--- config.mk ---
export PLATFORM = sky130hd
export DESIGN_NAME = stall_ctrl
export DESIGN_NICKNAME = d
export VERILOG_FILES = /design/src/rtl/stall_ctrl_pkg.sv /design/src/rtl/stall_ctrl_lock_watchdog.sv /design/src/rtl/stall_ctrl.sv
export SDC_FILE = /design/constraint.sdc
export NUM_CORES = 1
export LEC_CHECK = 0
export ABC_AREA = 1
export ABC_CLOCK_PERIOD_IN_PS = 1100
export CAP_MARGIN = 25
export CORE_AREA = 2 2 39 41
export CTS_CLUSTER_SIZE = 16
export DETAILED_ROUTE_END_ITERATION = 7
export DIE_AREA = 0 0 41 43
export PLACE_DENSITY_LB_ADDON = 0.08
export REMOVE_ABC_BUFFERS = 1
export SLEW_MARGIN = 20
export SYNTH_ARGS = -nofsm -noshare
export SYNTH_HDL_FRONTEND = slang
export SYNTH_SLANG_ARGS = --single-unit
--- constraint.sdc ---
create_clock -name clk -period 1.1 [get_ports clk]
set_input_delay 0.275 -clock clk [delete_from_list [all_inputs] [get_ports clk]]
set_output_delay 0.275 -clock clk [all_outputs]
set_load 0.02 [all_outputs]
--- src/rtl/stall_ctrl_pkg.sv ---
// Shared pipeline-control types for the stall/flush controller.
// Holds the controller state encoding, the enable bundle and the watchdog default.
package stall_ctrl_pkg;

  typedef enum logic {
    RUN  = 1'b0,
    HALT = 1'b1
  } stall_state_t;

  // Pipeline register enables, IF side first.
  typedef struct packed {
    logic pc;
    logic if_id;
    logic id_ex;
    logic ex_mem;
    logic mem_wb;
  } pipe_en_t;

  localparam int unsigned LOCK_MAX_DEFAULT = 4;

endpackage

--- src/rtl/stall_ctrl_lock_watchdog.sv ---
// Lock watchdog: saturating count of consecutive interlock cycles plus a sticky trip flag.
// Frozen cycles (memory busy or halted) neither advance nor clear the run length.
module lock_watchdog #(
  parameter int unsigned LOCK_MAX = 4
) (
  input  logic clk,
  input  logic rst,
  input  logic lock_active,
  input  logic freeze,
  output logic lock_err
);

  localparam logic [3:0] LOCK_MAX_4 = 4'(LOCK_MAX);

  logic [3:0] r_lock_run;
  logic [3:0] w_lock_run_next;
  logic       r_lock_err;

  always_comb begin
    w_lock_run_next = r_lock_run;
    if (!freeze) begin
      if (lock_active)
        w_lock_run_next = (r_lock_run == 4'hF) ? 4'hF : r_lock_run + 4'd1;
      else
        w_lock_run_next = 4'd0;
    end
  end

  always_ff @(posedge clk) begin
    if (rst) begin
      r_lock_run <= 4'd0;
      r_lock_err <= 1'b0;
    end else begin
      r_lock_run <= w_lock_run_next;
      // Sticky until reset; the stall decode itself never looks at this flag.
      r_lock_err <= r_lock_err | (w_lock_run_next >= LOCK_MAX_4);
    end
  end

  assign lock_err = r_lock_err;

endmodule

--- src/rtl/stall_ctrl.sv ---
// Pipeline stall/flush controller: RUN/HALT state plus zero-latency enable decode.
// Optional performance counters are built when STALL_CTRL_PERF_EN is defined.
module stall_ctrl
  import stall_ctrl_pkg::*;
#(
  parameter int unsigned LOCK_MAX = LOCK_MAX_DEFAULT,
  parameter int unsigned CNT_W    = 32
) (
  input  logic clk,
  input  logic rst,
  input  logic nop_lock_id,
  input  logic branch_taken_id,
  input  logic mem_busy,
  input  logic halt_wb,
  input  logic go,
  output logic pc_en,
  output logic if_id_en,
  output logic id_ex_en,
  output logic ex_mem_en,
  output logic mem_wb_en,
  output logic if_id_flush,
  output logic id_ex_bubble,
  output logic halted,
  output logic lock_err
`ifdef STALL_CTRL_PERF_EN
  ,
  output logic [CNT_W-1:0] stall_cnt,
  output logic [CNT_W-1:0] bubble_cnt,
  output logic [CNT_W-1:0] flush_cnt
`endif
);

  stall_state_t r_state;
  stall_state_t w_state_next;
  pipe_en_t     w_en;
  logic         w_flush;
  logic         w_bubble;
  logic         w_lock_active;
  logic         w_freeze;

  always_ff @(posedge clk) begin
    if (rst) r_state <= RUN;
    else     r_state <= w_state_next;
  end

  // Decode must stay combinational: nop_lock_id arrives late from ID in the same cycle.
  always_comb begin
    w_state_next  = r_state;
    w_en          = '{default: 1'b1};
    w_flush       = 1'b0;
    w_bubble      = 1'b0;
    w_lock_active = 1'b0;
    if (!rst) begin
      if (r_state == HALT) begin
        w_en = '{default: 1'b0};
        if (go) w_state_next = RUN;
      end else begin
        // WB stays frozen while mem_busy, so a deferred halt_wb is still present later.
        if (halt_wb && !mem_busy) w_state_next = HALT;
        if (mem_busy) begin
          w_en = '{default: 1'b0};
        end else if (nop_lock_id) begin
          w_en.pc       = 1'b0;
          w_en.if_id    = 1'b0;
          w_bubble      = 1'b1;
          w_lock_active = 1'b1;
        end else if (branch_taken_id) begin
          w_flush = 1'b1;
        end
      end
    end
  end

  assign w_freeze = (r_state == HALT) | mem_busy;

  lock_watchdog #(
    .LOCK_MAX (LOCK_MAX)
  ) u_lock_watchdog (
    .clk         (clk),
    .rst         (rst),
    .lock_active (w_lock_active),
    .freeze      (w_freeze),
    .lock_err    (lock_err)
  );

  assign pc_en        = w_en.pc;
  assign if_id_en     = w_en.if_id;
  assign id_ex_en     = w_en.id_ex;
  assign ex_mem_en    = w_en.ex_mem;
  assign mem_wb_en    = w_en.mem_wb;
  assign if_id_flush  = w_flush;
  assign id_ex_bubble = w_bubble;
  assign halted       = (r_state == HALT);

`ifdef STALL_CTRL_PERF_EN
  logic [CNT_W-1:0] r_stall_cnt;
  logic [CNT_W-1:0] r_bubble_cnt;
  logic [CNT_W-1:0] r_flush_cnt;

  always_ff @(posedge clk) begin
    if (rst) begin
      r_stall_cnt  <= '0;
      r_bubble_cnt <= '0;
      r_flush_cnt  <= '0;
    end else begin
      if (!w_en.pc)  r_stall_cnt  <= r_stall_cnt + 1'b1;
      if (w_bubble)  r_bubble_cnt <= r_bubble_cnt + 1'b1;
      if (w_flush)   r_flush_cnt  <= r_flush_cnt + 1'b1;
    end
  end

  assign stall_cnt  = r_stall_cnt;
  assign bubble_cnt = r_bubble_cnt;
  assign flush_cnt  = r_flush_cnt;
`endif

endmodule
## Word-level counts from Yosys, hierarchy flattened

Index checks and enable logic that the tools add are counted.

| operators by class | value |
|---|---|
| $add $sub $neg | 1 |
| $lt $le $gt $ge | 1 |
| equality and inequality tests | 1 |
| mux-type cells | 20 |
| bitwise logic cells | 2 |
| reduce and logical (&&, ||, !) cells | 2 |

Operators with widths:

| kind | count |
|---|---|
| $mux W1 | 12 |
| $mux W4 | 3 |
| $mux W5 | 2 |
| $add A4 B1 Y4 const B | 1 |
| $eq A4 B4 Y1 const B | 1 |
| $ge A4 B3 Y1 const B | 1 |
| $mux W2 | 2 |
| $mux W3 | 1 |
| $or A1 B1 Y1 | 2 |
| $logic_and A1 B1 Y1 | 1 |
| $logic_not A1 Y1 | 1 |

| storage, ports and cells | value |
|---|---|
| flip-flop bits (word level) | 6 |
| bits of input ports | 7 |
| output and inout port bits | 9 |
| word-level logic and storage cells | 30 |

## Longest topological paths before layout

Gate-level depths: netlist (run 1).

| logic depth | value |
|---|---|
| word-level depth | 8 |
| depth in mapped cells | 8 |
| mapped depth without buffers | 8 |

## Hierarchy

A second synthesis (run 1) with hierarchy kept.

| unflattened totals | value |
|---|---|
| cells, all modules | 56 |
| area, all modules | 375.4 um2 |

Modules (own cells, without submodules):

| module | times used | cells each | area each (um2) | seq. area each (um2) |
|---|---|---|---|---|
| lock_watchdog | 1 | 39 | 261.5 | 100.1 |
| stall_ctrl | 1 | 17 | 113.9 | 20.0 |

## Worst setup path before layout (run 1)

Ideal clock, no wire load.

| timing path | value |
|---|---|
| kind | register -> output |
| from | register r_state, in the netlist halted |
| to | output if_id_flush |
| arrival time | 1227 ps |
| data required time | 825 ps |
| slack | -402 ps |
| stages on the path, launching flop included | 4 |
| buffers on the path | 0 |
| cells stage by stage | dfxtp_1 nor2_4 inv_2 nor4_1 |

| between the ends | value |
|---|---|
| cells in the longest elaborated chain, start to end | 2 |

RTL lines:

| element | RTL line | text |
|---|---|---|
| start: declaration | stall_ctrl.sv:33 | `stall_state_t r_state;` |
| start signal: assignment | stall_ctrl.sv:43 | `else r_state <= w_state_next;` |
| $mux W1 | stall_ctrl.sv:54 | `if (r_state == HALT) begin` |
| $mux W1 | stall_ctrl.sv:53 | `if (!rst) begin` |
| end: declaration | stall_ctrl.sv:21 | `output logic if_id_flush,` |

No other way between the ends.

## Worst setup path in the final report (run 1)

Ends and elaborated chain as after synthesis.

==> out/metrics.cfg, run 1 <==
[run_status]
status=complete, but fails checks
violations=setup timing

[detailed_routing]
wl_um=842
wl_per_cell_um=9.05
vias=401
antenna_left=0
drc=0
drt_iter0_drc=1
routed_via_density=4.31
drtPass1Iterations=2

[layout]
multi_input_area_um2=224
final_layout_size_suffix_gt1_share_pct=49.4
antenna_cells=0
syn2layout_area_growth_pct=80.1
seqCellArea_um2=121
stdcell_area_um2=667
fin_nets=87
nFillCells=144

[power]
p_leak_nw=0.356
max-vdd-ir-drop_uv=436
p_per_area_mw_per_mm2=905

[timing]
hold_viol=0
period_share_pct=128
clock-skew-final_ns=0.000610
maxSlewHeadroom_pct=82.9
setup_viol=11
worst_slack_ns=-0.304
worstMarginPinSlew_ns=0.257
rsz0062_at_grt=yes
finalCriticalPeriod_ns=1.40
slew_viol_final=0
fmax_ghz=0.712

[critical_path]
r2r_end=u_lock_watchdog.lock_err
cp_max_fo=4
reg2regPathDepth=9
rr_startpoint=halted
crit_path_end_kind=output pin
rrSetupSlack_ns=-0.06
crit_type=reg -> out
critPathArrivalTime_ns=1.13
start_kind=flop
cp.required_ns=0.82

[clock_network]
clock-sinks=6
cts_root_buf=clkbuf_4
clockBufferDepth=2
clkTransAtPathRegs_ns=0.04
cts_tree=done
insertion_delay_ns=0.24
h-tree-depth=1
cts_hold_buf=0
cts_buffers=3

[die]
dieArea_mm2=0.00176
die_height_um=43
start_util_pct=26.8
io_pins=16
core-area_mm2=0.00138
num_rows=14
die_w_um=41

[logic_synthesis]
synthesis.area_um2=370
synth_warnings=0
async_flop_share_pct=0
ys_seq_area_share_pct=32.4
synth-edff-count=0
yosysMostFrequentCell=nand2_1
synth_cell_types=16
post-synth-top-area-fraction_pct=32.4
synthTopCellsByArea=dfxtp_1 32%, nand2_1 14%, inv_1 9.1%
synth_top_cell_by_area=dfxtp_1
synthTopCellsByCount=14 x nand2_1, 9 x inv_1, 6 x dfxtp_1
ys_seq_elements=6
syn_avg_cell_area_um2=6.99
synth_flop_cell=dfxtp_1
synthCells=53

[job]
max_cap_violations=0

[place]
gp_congestion=0.713
portBuffers=15
hpwlAfterDp_um=627
dpl_cell_area_um2=576
pre_cts_slack_ns=-0.922

[global_route]
grt_pass1_wl_um=1330
grt.total_usage_pct=11.1
grt_pass1_vias=345
gr-total-overflow=0
antenna_found_initial=0
grt_max_degree=6

[hold_path]
hold_depth=4
hold_start=mem_busy
hp-class=in -> reg
min_to=halted

[critical path, cell delays in order (launching register included)]
cell     delay, ns
dfxtp_2       0.33
nor2_4        0.15
inv_4         0.08
nor4_2        0.14
buf_4         0.18
[where the power goes]
| part | leakage, nW | internal (mW) | switching (mW) |
|---|---|---|---|
| registers | 0.0491 | 0.224 | 0.00414 |
| logic | 0.294 | 0.0901 | 0.0839 |
| clock network | 0.0138 | 0.123 | 0.0782 |
[how the worst max path moves through the flow]
stage | end | from | slack (ns)
after floorplan | if_id_flush | halted | -0.40
after global placement | id_ex_bubble | mem_busy | -0.92
after detailed placement | id_ex_bubble | mem_busy | -0.92
after CTS | if_id_flush | halted | -0.35
after global routing | if_id_flush | halted | -0.37
final | if_id_flush | halted | -0.30
[cells by family after synthesis]
logic type / count (synthesis) / share of synthesized area [%]
simple gates: 24 / 35.5
flops: 6 / 32.4
buf+inv: 15 / 18.2
compound gates: 7 / 10.5
fa+ha+maj: 1 / 3.38
[metal layers]
metal | vias to the layer above | routed length (um) | part of all wire, % | track usage [%]
met3 | 0 | 78 | 9.3 | 3.14
met4 | 0 | 0 | 0 | 6.00
met2 | 14 | 421 | 50 | 16.9
met5 | - | 0 | 0 | 0
met1 | 178 | 343 | 41 | 13.3
li1 | 209 | - | - | -
[stage by stage]
step	total power [mW]	hold slack (ns)	TNS (ns)	instances	util (%)
2_1_floorplan	0.292	0.344	-1.63	50	-
3_3_place_gp	0.381	0.507	-8.55	87	41.6
3_5_place_dp	0.379	0.504	-8.65	87	41.6
4_1_cts	0.599	0.462	-2.35	92	43.9
5_1_grt	0.642	0.481	-2.60	93	48.2
6_report	0.604	0.476	-1.91	93	48.2
[timing repair]
action,4_1_cts,5_1_grt
buffers inserted,2,1
endpoints found under the setup margin,14,13
gates resized for setup,51,16
pin swaps,2,3
[cell type report]
type,instances,area share (%)
Timing Repair Buffer,24,34.7
Multi-Input combinational cell,32,33.6
Sequential cell,6,18.2
Inverter,12,7.13
Clock buffer,3,3.38
Tap cell,16,3.00
[cell usage in the layout, fill, tap and decap left out, types with 2 or more instances in the layout]
cell / instances
nand2_1: 14
inv_1: 8
buf_6: 8
buf_4: 7
dfxtp_1: 5
inv_2: 3
nand3_1: 3
o21ai_2: 3
clkbuf_4: 3
dlygate4sd2_1: 3
nor2_4: 2
clkdlybuf4s50_1: 2
Note: power is estimated with default switching activity, not from simulation.
==> run 2, diff against run 1 <==
- ABC_CLOCK_PERIOD_IN_PS: 1100 -> 1200
- CELL_PAD_IN_SITES_DETAIL_PLACEMENT: not set -> 1
- CELL_PAD_IN_SITES_GLOBAL_PLACEMENT: not set -> 2
- CORE_AREA: 2 2 39 41 -> not set
- CORE_MARGIN: not set -> 2
- CORE_UTILIZATION: not set -> 18
- DIE_AREA: 0 0 41 43 -> not set
- clock period: 1.1 -> 1.2 ns (I/O delays scaled with it)
==> run 2 against run 1 <==
Effect of this change:
- sequential share of layout area rose by 0.20 points
- power shrank 9.3%
- clock power shrank 11%
- the run still ends with setup timing left
- largest cell class unchanged
- combinational power shrank 7%
- final cell count is 15% higher
- sequential power fell by 8.8%
- flip-flop and latch count stayed put
- highest routed layer unchanged
- non-clock buffer count increased by 3
==> out/metrics.cfg, run 2 (same netlist as run 1, synthesis figures left out) <==
[global_route]
grt_util_met3_pct=5.52  ; +2.4 points
gr-total-overflow=0  ; unchanged
grt_max_degree=6  ; unchanged
grt_pass1_vias=404  ; +17%
met2_usage_pct=13.5  ; -3.4 points
grt_pass1_wl_um=1560  ; +17%
grt.total_usage_pct=8.59  ; -2.5 points
grt_use_met1_pct=9.85  ; -3.4 points
grt-busiest-layer=met2
antenna_found_initial=0  ; unchanged

[critical_path]
r2r_end=u_lock_watchdog.lock_err
reg2regPathDepth=9  ; unchanged
critPathArrivalTime_ns=1.09  ; -0.04 ns
start_kind=flop
rrSetupSlack_ns=0.05  ; +0.11 ns
cp_max_fo=3  ; -1
crit_type=reg -> out
crit_path_end_kind=output pin
rr_startpoint=halted
cp.required_ns=0.90  ; +0.08 ns

[die]
die_w_um=49.4  ; +20%
num_rows=16  ; +2
start_util_pct=19.1  ; -7.7 points
dieArea_mm2=0.00244  ; +38%
io_pins=16  ; unchanged
die_height_um=49.4  ; +15%
core-area_mm2=0.00194  ; +40%

[timing]
worstMarginPinSlew_ns=0.252  ; -0.00526 ns
hold_viol=0  ; unchanged
maxSlewHeadroom_pct=83.2  ; +0.35 points
period_share_pct=116
finalCriticalPeriod_ns=1.39
fmax_ghz=0.721
worst_slack_ns=-0.186  ; +0.117 ns
setup_viol=7  ; -4
tns_ns=-1.14  ; +0.765 ns
rsz0062_at_grt=yes
slew_viol_final=0  ; unchanged
clock-skew-final_ns=0.00190  ; +0.00129 ns

[detailed_routing]
vias=417  ; +4.0%
antenna_left=0  ; unchanged
wl_per_cell_um=8.86  ; -2.1%
drt_iter0_drc=0  ; -1
drtPass1Iterations=1  ; -1
routed_via_density=3.90  ; -9.6%
wl_um=948  ; +13%
drc=0  ; unchanged

[place]
gp_congestion=0.686  ; -3.8%
hpwlAfterDp_um=799  ; +27%
dp.cells=101  ; +16%
portBuffers=15  ; unchanged

[hold_path]
min_to=halted
hold_start=rst
hp-class=in -> reg
hold_depth=3  ; -1

[layout]
syn2layout_area_growth_pct=81.8
final_layout_size_suffix_gt1_share_pct=47.5  ; -1.9 points
fin_nets=90  ; +3.4%
final_common_cell=buf_4
nFillCells=245  ; +70%
fin_cells=107  ; +15%
layout_common_cells=15 x buf_4, 14 x nand2_1, 7 x inv_1, 5 x dfxtp_1
seqCellArea_um2=124  ; +2.1%
multi_input_area_um2=209  ; -6.7%
antenna_cells=0  ; unchanged

[power]
comb_power_share_pct=29.4  ; +0.6 points
clock_power_share_pct=32.6  ; -0.8 points
power_mw=0.548  ; -9.3%
max-vdd-ir-drop_uv=474  ; +8.7%
internal_power_mw=0.401  ; -8.3%
p_leak_nw=0.354  ; -0.68%
p_seq_share_pct=38.0  ; +0.2 points
power_switching_share_pct=26.7  ; -0.79 points
p_per_area_mw_per_mm2=814  ; -10%
p_sw_mw=0.146  ; -12%

[clock_network]
cts_tree=done
clkTransAtPathRegs_ns=0.04  ; about the same
clockBufferDepth=2  ; unchanged
h-tree-depth=1  ; unchanged
cts_buffers=3  ; unchanged
clock-sinks=6  ; unchanged
cts_root_buf=clkbuf_4
insertion_delay_ns=0.24  ; about the same

[run_status]
status=complete, but fails checks
violations=setup timing

[job]
max_cap_violations=0  ; unchanged

run 2: repair_timing:
| action | 4_1_cts | 5_1_grt |
|---|---|---|
| buffers inserted | 1 | 3 |
| pin swaps | 2 | 2 |
| endpoints found under the hold margin | 0 | 0 |
| hold buffers | 0 | 0 |
| endpoints found under the setup margin | 14 | 9 |
| gates resized for setup | 45 | 16 |
run 2: critical path: stages, from the launching register on:
cell	delay (ns)
dfxtp_4	0.35
nor2_4	0.12
inv_4	0.07
buf_12	0.13
nor2_8	0.08
buf_6	0.12
run 2: through the flow:
stage	hold slack (ns)	instance area [um2]	util, %	worst slack [ns]
3_3_place_gp	0.467	612	31.5	-0.866
6_report	0.454	673	34.7	-0.186
4_1_cts	0.474	614	31.6	-0.270
3_5_place_dp	0.465	612	31.5	-0.873
2_1_floorplan	0.369	348	-	-0.327
5_1_grt	0.458	673	34.7	-0.251
run 2: power by group through the flow:
stage / combinational, mW / clock (mW) / sequential, mW
detailed placement: 0.148 / 0 / 0.213
global placement: 0.148 / 0 / 0.213
CTS: 0.140 / 0.191 / 0.209
global route: 0.173 / 0.209 / 0.208
floorplan: 0.0528 / 0 / 0.215
finish: 0.161 / 0.179 / 0.208
run 2: area by class of cell:
type,instances,share of cell area (%)
clock buffer,3,3.35
inverter,12,7.06
multi-input combinational,32,31.0
sequential,6,18.4
tap,27,5.02
timing repair buffer,27,35.1
run 2: per-layer routing:
layer,vias up,wire length [um]
met2,10,467
met1,190,420
met5,-,0
li1,217,-
met3,0,60
met4,0,0
run 2: worst max-delay path by stage:
| stage | slack [ns] | cells past startpoint | from | end |
|---|---|---|---|---|
| 2_1_floorplan | -0.33 | 3 | halted | if_id_flush |
| 3_3_place_gp | -0.87 | 3 | rst | if_id_flush |
| 3_5_place_dp | -0.87 | 5 | mem_busy | if_id_flush |
| 4_1_cts | -0.27 | 4 | halted | if_id_flush |
| 5_1_grt | -0.25 | 4 | halted | if_id_flush |
| 6_report | -0.19 | 5 | halted | id_ex_bubble |
